[src/rtl/stark_sau_wb_queue.sv]
// stark_sau_wb_queue
//   Result-holding queue behind the SAU output stage. Captures one SAU result
//   per cycle and presents the oldest surviving one to the shared register-file
//   writeback port through a valid/ack handshake. Results whose ROB entry is
//   stomped are dropped: on entry, or lazily once they reach the head.
// Ports
//   clk, rst        clock, synchronous active-high reset
//   v_i .. pRd_i    SAU result packet (valid, value, byte WEs + tag WE,
//                   exception bytes, checkpoint, ROB index, physical target)
//   stomp           ROB stomp bitmask, bit n kills ROB entry n
//   wb_ack          writeback port took the presented entry
//   wb_v .. wb_pRd  head entry presented to the writeback port
//   issue_stall     registered issue hold towards the SAU
//   count           occupied slots, dead-but-unreclaimed slots included
//   ovf             sticky overflow (result dropped while full)
module stark_sau_wb_queue #(
  parameter int WID   = 64,
  parameter int DEP   = 4,
  parameter int NROB  = 16,
  parameter int RNDXW = 4,
  parameter int CPW   = 4,
  parameter int PRW   = 9
) (
  input  logic                   clk,
  input  logic                   rst,
  input  logic                   v_i,
  input  logic [WID-1:0]         o_i,
  input  logic [WID/8:0]         we_i,
  input  logic [WID-1:0]         exc_i,
  input  logic [CPW-1:0]         cp_i,
  input  logic [RNDXW-1:0]       rndx_i,
  input  logic [PRW-1:0]         pRd_i,
  input  logic [NROB-1:0]        stomp,
  input  logic                   wb_ack,
  output logic                   wb_v,
  output logic [WID-1:0]         wb_res,
  output logic [WID/8:0]         wb_we,
  output logic [WID-1:0]         wb_exc,
  output logic [CPW-1:0]         wb_cp,
  output logic [RNDXW-1:0]       wb_rndx,
  output logic [PRW-1:0]         wb_pRd,
  output logic                   issue_stall,
  output logic [$clog2(DEP):0]   count,
  output logic                   ovf
);
  localparam int PW = $clog2(DEP);
  localparam int CW = PW + 1;

  typedef struct packed {
    logic [WID-1:0]   res;
    logic [WID/8:0]   we;
    logic [WID-1:0]   exc;
    logic [CPW-1:0]   cp;
    logic [RNDXW-1:0] rndx;
    logic [PRW-1:0]   prd;
  } ent_t;

  ent_t           slot [DEP];
  logic [DEP-1:0] vld, vld_nxt;
  logic [PW-1:0]  head, tail;
  logic [CW-1:0]  cnt, cnt_nxt;
  logic           full, occ, in_stomp, push, pop, ovf_evt;

  assign full     = (cnt == CW'(DEP));
  assign occ      = (cnt != '0);
  assign in_stomp = stomp[rndx_i];

  // Same-cycle stomp of the head hides it right away; the slot then drains
  // through the dead-reclaim path instead of being written back.
  assign wb_v    = vld[head] & ~stomp[slot[head].rndx];
  assign wb_res  = slot[head].res;
  assign wb_we   = slot[head].we;
  assign wb_exc  = slot[head].exc;
  assign wb_cp   = slot[head].cp;
  assign wb_rndx = slot[head].rndx;
  assign wb_pRd  = slot[head].prd;
  assign count   = cnt;

  // Retire on ack, or reclaim one dead head slot per cycle.
  assign pop     = (wb_v & wb_ack) | (occ & ~wb_v);
  // A pop in the same cycle frees the slot, so push is legal even when full.
  assign push    = v_i & ~in_stomp & (~full | pop);
  assign ovf_evt = v_i & ~in_stomp & full & ~pop;
  assign cnt_nxt = cnt + CW'(push) - CW'(pop);

  always_comb begin
    vld_nxt = vld;
    for (int i = 0; i < DEP; i++)
      if (stomp[slot[i].rndx]) vld_nxt[i] = 1'b0;
    if (pop)  vld_nxt[head] = 1'b0;
    // Pushed entry is never stomped, and when full with a pop tail==head,
    // so the set must win over the clears above.
    if (push) vld_nxt[tail] = 1'b1;
  end

  always_ff @(posedge clk) begin
    if (rst) begin
      head        <= '0;
      tail        <= '0;
      cnt         <= '0;
      vld         <= '0;
      ovf         <= 1'b0;
      issue_stall <= 1'b0;
    end else begin
      if (pop)  head <= head + 1'b1;
      if (push) tail <= tail + 1'b1;
      cnt         <= cnt_nxt;
      vld         <= vld_nxt;
      if (ovf_evt) ovf <= 1'b1;
      // Two-slot margin: one result in the SAU pipe plus one already issued.
      issue_stall <= (cnt_nxt >= CW'(DEP - 2));
    end
  end

  // Payload storage needs no reset; the valid bits qualify it.
  always_ff @(posedge clk) begin
    if (push) slot[tail] <= '{res: o_i, we: we_i, exc: exc_i, cp: cp_i,
                              rndx: rndx_i, prd: pRd_i};
  end
endmodule
[config.mk]
export PLATFORM = sky130hd
export DESIGN_NAME = stark_sau_wb_queue
export DESIGN_NICKNAME = d
export VERILOG_FILES = /design/src/rtl/stark_sau_wb_queue.sv
export SDC_FILE = /design/constraint.sdc
export NUM_CORES = 1
export LEC_CHECK = 0
export ABC_CLOCK_PERIOD_IN_PS = 10900
export CAP_MARGIN = 25
export CORE_ASPECT_RATIO = 0.6
export CORE_MARGIN = 2
export CORE_UTILIZATION = 38
export CTS_CLUSTER_SIZE = 24
export DETAILED_ROUTE_END_ITERATION = 10
export HOLD_SLACK_MARGIN = 0.03
export REMOVE_ABC_BUFFERS = 1
export SLEW_MARGIN = 40
export SYNTH_ARGS = -nofsm -noshare
export SYNTH_HDL_FRONTEND = slang
export SYNTH_SLANG_ARGS = --single-unit
[constraint.sdc]
create_clock -name clk -period 10.9 [get_ports clk]
set_input_delay 1.09 -clock clk [delete_from_list [all_inputs] [get_ports clk]]
set_output_delay 1.09 -clock clk [all_outputs]
set_load 0.005 [all_outputs]
==> impl_metrics.csv, run 1 <==
group,metric,value,unit
final_layout,multi_input_area,4750,sq um
status,status,"finished clean",
synth,ys_warn_count,0,
pwr,swShare,0.253,
worst_setup_path,crit_top_cell,"buf_4",
clock_network,clkTransAtPathRegs,60,ps
sta,slew_violations,0,
sta,max_freq,0.213,GHz
synth,yosysUniqueCellTypes,31,
clock_network,cts_hold_buffers,0,
pwr,power.switching,1.67,mW
synth,yosysTopAreaCell,"edfxtp_1",
placed_design,place_area,28300,sq um
worst_setup_path,path_cells,"clkdlybuf4s50_1 > mux4_2 > mux4_2 > nand2b_1 > o21bai_1 > buf_4 > nor2_4 > buf_4 > buf_4",
final_layout,nets,1503,
sta,skew,10.8,ps
synth,async_flop_share,0,
grt,grt-ovfl-total,0,
synth,synth-simple-area-share,0.00838,
sta,tightest_slew,774,ps
grt,grt_pass1_vias,11614,
drt,drt_iter0_drc,905,
synth,synth_area_leaders,"edfxtp_1, mux4_2, dfxtp_1",
floorplanning,die_h,198,microns
grt,grt_pass1_wl,74300,microns
worst_setup_path,slowest_stage,"clkdlybuf4s50_1",
pwr,powerDensity,220,nW/um^2
drt,dr.max_layer_used,"met5",
drt,wl_per_cell,22.9,microns
worst_hold_path,hold_end,"ovf$_SDFFE_PP0P_",
worst_setup_path,cp_max_fo,47,
synth,synthMuxAreaShare,0.180,
clock_network,cts-resized-gates,0,
worst_setup_path,cp_data_required_time,11130,ps
clock_network,clkLatencyLatePin,600,ps
synth,synth_compound_area_frac,0.00343,
placed_design,io_buffers,333,
synth,synth_xor_area_frac,0.000738,
run,drv_cap,0,
drt,wirelength,50200,microns
drt,wl_met1,22800,microns
clock_network,h-tree-depth,2,
final_layout,num-fill-cells,4963,
floorplanning,initial_utilization,0.387,
pwr,leakage,9.36,nW
drt,dr.pass1.iters,5,
final_layout,seq_area,18800,sq um
sta,final.min_clock_period,4700,ps
sta,setup_viol,0,
worst_setup_path,r2r_setup_slack,6470,ps
worst_setup_path,r2r-end,"slot[2][142]$_DFFE_PP_",
floorplanning,rows,70,
synth,syn_avg_cell_area,25.2,sq um
worst_setup_path,crit_path_start_kind,"input port",
pwr,p_int,4.92,mW
synth,yosys.area_share.adder,0.00611,
floorplanning,design.die.area,64500,sq um
drt,vias_per_cell,5.09,
clock_network,cts_setup_buffers,0,
clock_network,cts_root_buffer,"clkbuf_16",
synth,synth_commonest_cells,"edfxtp_1, mux4_2, buf_1",
grt,grt_max_degree,65,
final_layout,stdcell_area,30000,sq um
pwr,combPwrFrac,0.286,
floorplanning,die_x,327,microns
worst_setup_path,r2r_cells,10,
synth,synthFlopType,"edfxtp_1",
floorplanning,pin_count,334,
sta,final.period_utilization,0.431,
drt,dr_wl_met3,3670,microns
drt,ant_nets,0,
worst_setup_path,critPathCaptureType,"register",
grt,grt_antenna_before_repair,12,
grt,track_usage,0.155,
worst_setup_path,arrival,4930,ps
clock_network,ctsLongestPathBuffers,3,
pwr,ir_worst_vdd,0.000114,V
drt,routed-wl-met2,23000,microns
floorplanning,coreArea,61300,sq um
final_layout,synthToLayoutAreaGrowth,26.4,%
worst_hold_path,hold_path_class,"reg2reg",
sta,rsz0062_at_grt,"no",
synth,synth_top_family_by_area,"multiplexers",
worst_hold_path,whs_path_depth,2,
pwr,pwr-share-seq,0.430,
synth,synth_edf_count,616,
worst_hold_path,hp-start,"ovf$_SDFFE_PP0P_",
worst_setup_path,cpPeakStageDelay,750,ps
synth,yosysMostFrequentCell,"edfxtp_1",
synth,syn-cell-area,23700,sq um
final_layout,drive_above_1_share,0.211,
clock_network,numCtsBuffers,57,
sta,whs,464,ps
clock_network,cts_tree,"done",
placed_design,gp_congestion,0.818,
placed_design,post-place-ws,5520,ps
sta,setup_ws,6200,ps
placed_design,detailed_place_hpwl,30900,microns
worst_setup_path,path_class,"in2reg",
synth,syn_inst,943,
synth,ys_seq_elements,631,
sta,hold_viol_final,0,
pwr,pwr-share-clk,0.284,
clock_network,clock-sinks,631,
drt,drc_errors,0,
drt,vias,11180,
synth,synth_top_area_frac,0.779,
sta,slew_headroom,0.484,
synth,ys_seq_area_frac,0.792,
layout by cell type (no fill, tap or decap), drive strengths merged, types with 3 or more instances in the layout:
cell type	n
edfxtp	616
mux2	3
ha	10
mux4	180
or3b	4
clkbuf	73
dfxtp	15
nand2b	9
o32ai	4
mux2i	18
nand2	4
diode	7
inv	15
clkdlybuf4s50	333
buf	22
nor2	12
clkinv	23
registers in the layout, summed over array words and instances, names as in the netlist, named ones only:
| name | cells |
|---|---|
| count | 3 |
| head | 2 |
| issue_stall | 1 |
| ovf | 1 |
| slot | 616 |
| tail | 2 |
| vld | 4 |
critical path: cells and delay by family:
family / cells / cell delay, ps
buffers and inverters: 4 / 2230
AO/OA/AOI/OAI: 1 / 150
AND/OR/NAND/NOR: 2 / 270
multiplexers: 2 / 1060
logic make-up after synthesis:
group           Yosys count
simple gates             37
mux                     201
xor+xnor                  2
fa+ha+maj                11
flops                   631
buf+inv                  52
compound gates            9
per-layer routing:
layer | vias to the layer above | track usage
met4 | 14 | 0.0360
met3 | 75 | 0.0463
met1 | 5925 | 0.224
met5 | - | 0
li1 | 4836 | -
met2 | 330 | 0.233
stage by stage:
stage               std cells  power, mW   util  setup TNS, ps
finish                   2196       6.59  0.489              0
global route             2190       6.90  0.489              0
CTS                      2189       6.71  0.489              0
detailed placement       2087       4.82  0.461              0
global placement         2081       4.76  0.458              0
floorplan                 904       3.98      -       -2842090
power by group through the flow:
stage / registers, mW / logic, mW / clock network (mW)
2_1_floorplan: 3.04 / 0.931 / 0
3_3_place_gp: 2.95 / 1.82 / 0
3_5_place_dp: 2.89 / 1.92 / 0
4_1_cts: 2.84 / 1.94 / 1.93
5_1_grt: 2.85 / 2.02 / 2.03
6_report: 2.84 / 1.89 / 1.87
layout make-up:
type,instances,area share
Tap cell,828,0.0345
Antenna cell,7,0.000584
Multi-Input combinational cell,260,0.158
Clock inverter,29,0.00647
Sequential cell,631,0.627
Clock buffer,73,0.0510
Inverter,13,0.00163
Timing Repair Buffer,355,0.121
worst max path at each step:
stage	startpoint	end	slack, ps
6_report	rndx_i[0]	slot[2][142]$_DFFE_PP_	6200
5_1_grt	rndx_i[0]	slot[1][81]$_DFFE_PP_	6030
4_1_cts	rndx_i[0]	slot[1][92]$_DFFE_PP_	6180
3_5_place_dp	rndx_i[0]	slot[1][10]$_DFFE_PP_	5520
3_3_place_gp	rndx_i[0]	slot[2][11]$_DFFE_PP_	5570
2_1_floorplan	register	slot[0][0]$_DFFE_PP_	-4610
Note: power is estimated with default switching activity, not from simulation.
==> run 2, diff against run 1 <==
- ABC_CLOCK_PERIOD_IN_PS: 10900 -> 3850
- clock period: 10.9 -> 3.85 ns (I/O delays scaled with it)
==> impl_metrics.csv, run 2 (synthesis results as in run 1) <==
group,metric,value,unit
status,status,"finished clean",
floorplanning,pin_count,334,
clock_network,clkLatencyLatePin,610,ps
grt,track_usage,0.159,
clock_network,cts_root_buffer,"clkbuf_16",
pwr,pwr-share-clk,0.290,
drt,vias_per_cell,5.11,
sta,rsz0062_at_grt,"no",
worst_hold_path,hold_path_class,"in2reg",
drt,wl_per_cell,23.0,microns
clock_network,cts_tree,"done",
sta,tightest_slew,677,ps
worst_setup_path,r2r_cells,14,
final_layout,largest_reg_flops,616,
placed_design,gp_congestion,0.807,
final_layout,post-route-util,0.499,
final_layout,final_cell_mix,"edfxtp_1, clkdlybuf4s50_1, mux4_2",
drt,dr.max_layer_used,"met5",
placed_design,io_buffers,333,
final_layout,largest-register,"slot",
pwr,combPwrFrac,0.289,
pwr,p_int,14.1,mW
pwr,p_total,18.9,mW
floorplanning,die_h,198,microns
worst_setup_path,r2r_setup_slack,260,ps
pwr,pwr-share-seq,0.421,
clock_network,cts_setup_buffers,0,
worst_setup_path,crit_path_start_kind,"register",
run,drv_cap,0,
worst_setup_path,path_class,"reg2reg",
clock_network,h-tree-depth,2,
drt,dr.pass1.iters,5,
worst_setup_path,cp_max_fo,9,
grt,grt_pass1_wl,76500,microns
placed_design,dp.cells,2121,
worst_setup_path,r2r-end,"issue_stall$_SDFF_PP0_",
final_layout,fin_cells,2225,
pwr,leakage,9.65,nW
floorplanning,initial_utilization,0.387,
sta,slew_headroom,0.547,
clock_network,clock-sinks,631,
drt,wl_met1,23200,microns
worst_hold_path,hp-start,"exc_i[5]",
worst_setup_path,arrival,4060,ps
final_layout,multi_input_area,4750,sq um
clock_network,cts_hold_buffers,0,
final_layout,stdcell_area,30600,sq um
pwr,ir_worst_vdd,0.000429,V
placed_design,detailed_place_hpwl,32900,microns
grt,grt_pass1_vias,11873,
sta,final.period_utilization,0.934,
pwr,power.switching,4.80,mW
final_layout,drive_above_1_share,0.237,
drt,dr_wl_met3,3970,microns
worst_setup_path,critPathCaptureType,"register",
floorplanning,design.die.area,64500,sq um
placed_design,place_area,28800,sq um
grt,grt_antenna_before_repair,5,
final_layout,seq_area,18800,sq um
final_layout,num_antenna_cells,0,
clock_network,cts-resized-gates,0,
sta,setup_viol,0,
drt,vias,11372,
final_layout,synthToLayoutAreaGrowth,29.0,%
drt,ant_nets,0,
floorplanning,die_x,327,microns
final_layout,nets,1537,
sta,skew,21.2,ps
clock_network,ctsLongestPathBuffers,3,
floorplanning,rows,70,
sta,final.min_clock_period,3590,ps
sta,hold_viol_final,0,
sta,max_freq,0.278,GHz
drt,drt_iter0_drc,921,
drt,routed-wl-met2,23100,microns
pwr,powerDensity,618,nW/um^2
worst_setup_path,cp_data_required_time,4310,ps
pwr,swShare,0.254,
grt,grt_max_degree,63,
worst_setup_path,critPathCapture,"issue_stall$_SDFF_PP0_",
drt,drc_errors,0,
drt,wirelength,51100,microns
clock_network,clkTransAtPathRegs,70,ps
sta,slew_violations,0,
floorplanning,coreArea,61300,sq um
final_layout,final_common_cell,"edfxtp_1",
grt,grt-ovfl-total,0,
final_layout,num-fill-cells,4931,
clock_network,numCtsBuffers,57,
## run 2: how the worst min path moves through the flow
stage | end | slack (ps) | cells past startpoint
final | slot[0][22]$_DFFE_PP_ | 400 | 1
after floorplan | ovf$_SDFFE_PP0P_ | 440 | 2
after global placement | ovf$_SDFFE_PP0P_ | 460 | 2
after detailed placement | ovf$_SDFFE_PP0P_ | 470 | 2
after global routing | slot[0][64]$_DFFE_PP_ | 380 | 1
after CTS | slot[3][22]$_DFFE_PP_ | 360 | 1
## run 2: layer usage
layer	vias up	track usage
met3	71	0.0462
met2	401	0.233
li1	4897	-
met4	10	0.0358
met1	5993	0.236
met5	-	0
## run 2: area by class of cell
class	count	share of cell area
repair buffers	389	0.137
flip-flops and latches	631	0.614
clock buffers	67	0.0478
well taps	828	0.0338
inverters	13	0.00159
clock inverters	37	0.0108
multi-input cells	260	0.155
## run 2: worst max-delay path: stages (launching register included)
cell and delay, ps:
dfxtp_4 400, mux4_2 660, mux2i_1 180, mux2i_1 200
mux2i_2 130, o211ai_4 250, mux2i_2 290, ha_1 260
inv_1 60, ha_1 130, inv_1 50, fa_1 400
xor2_1 160, xnor2_1 180, a21oi_1 90
## run 2: power groups by stage
stage          sequential (mW)  combinational (mW)  clock, mW
2_1_floorplan             8.58                2.46          0
3_5_place_dp              8.11                5.58          0
3_3_place_gp              8.10                5.53          0
4_1_cts                   7.97                5.62       5.65
5_1_grt                   7.99                5.88       5.91
6_report                  7.96                5.48       5.48
## run 2: stage by stage
step / setup slack [ps] / TNS, ps / hold WS, ps
2_1_floorplan: -11660 / -7809700 / 436
3_3_place_gp: -78.2 / -119 / 459
3_5_place_dp: -63.3 / -86.7 / 466
4_1_cts: 250 / 0 / 357
5_1_grt: 30.7 / 0 / 379
6_report: 255 / 0 / 402
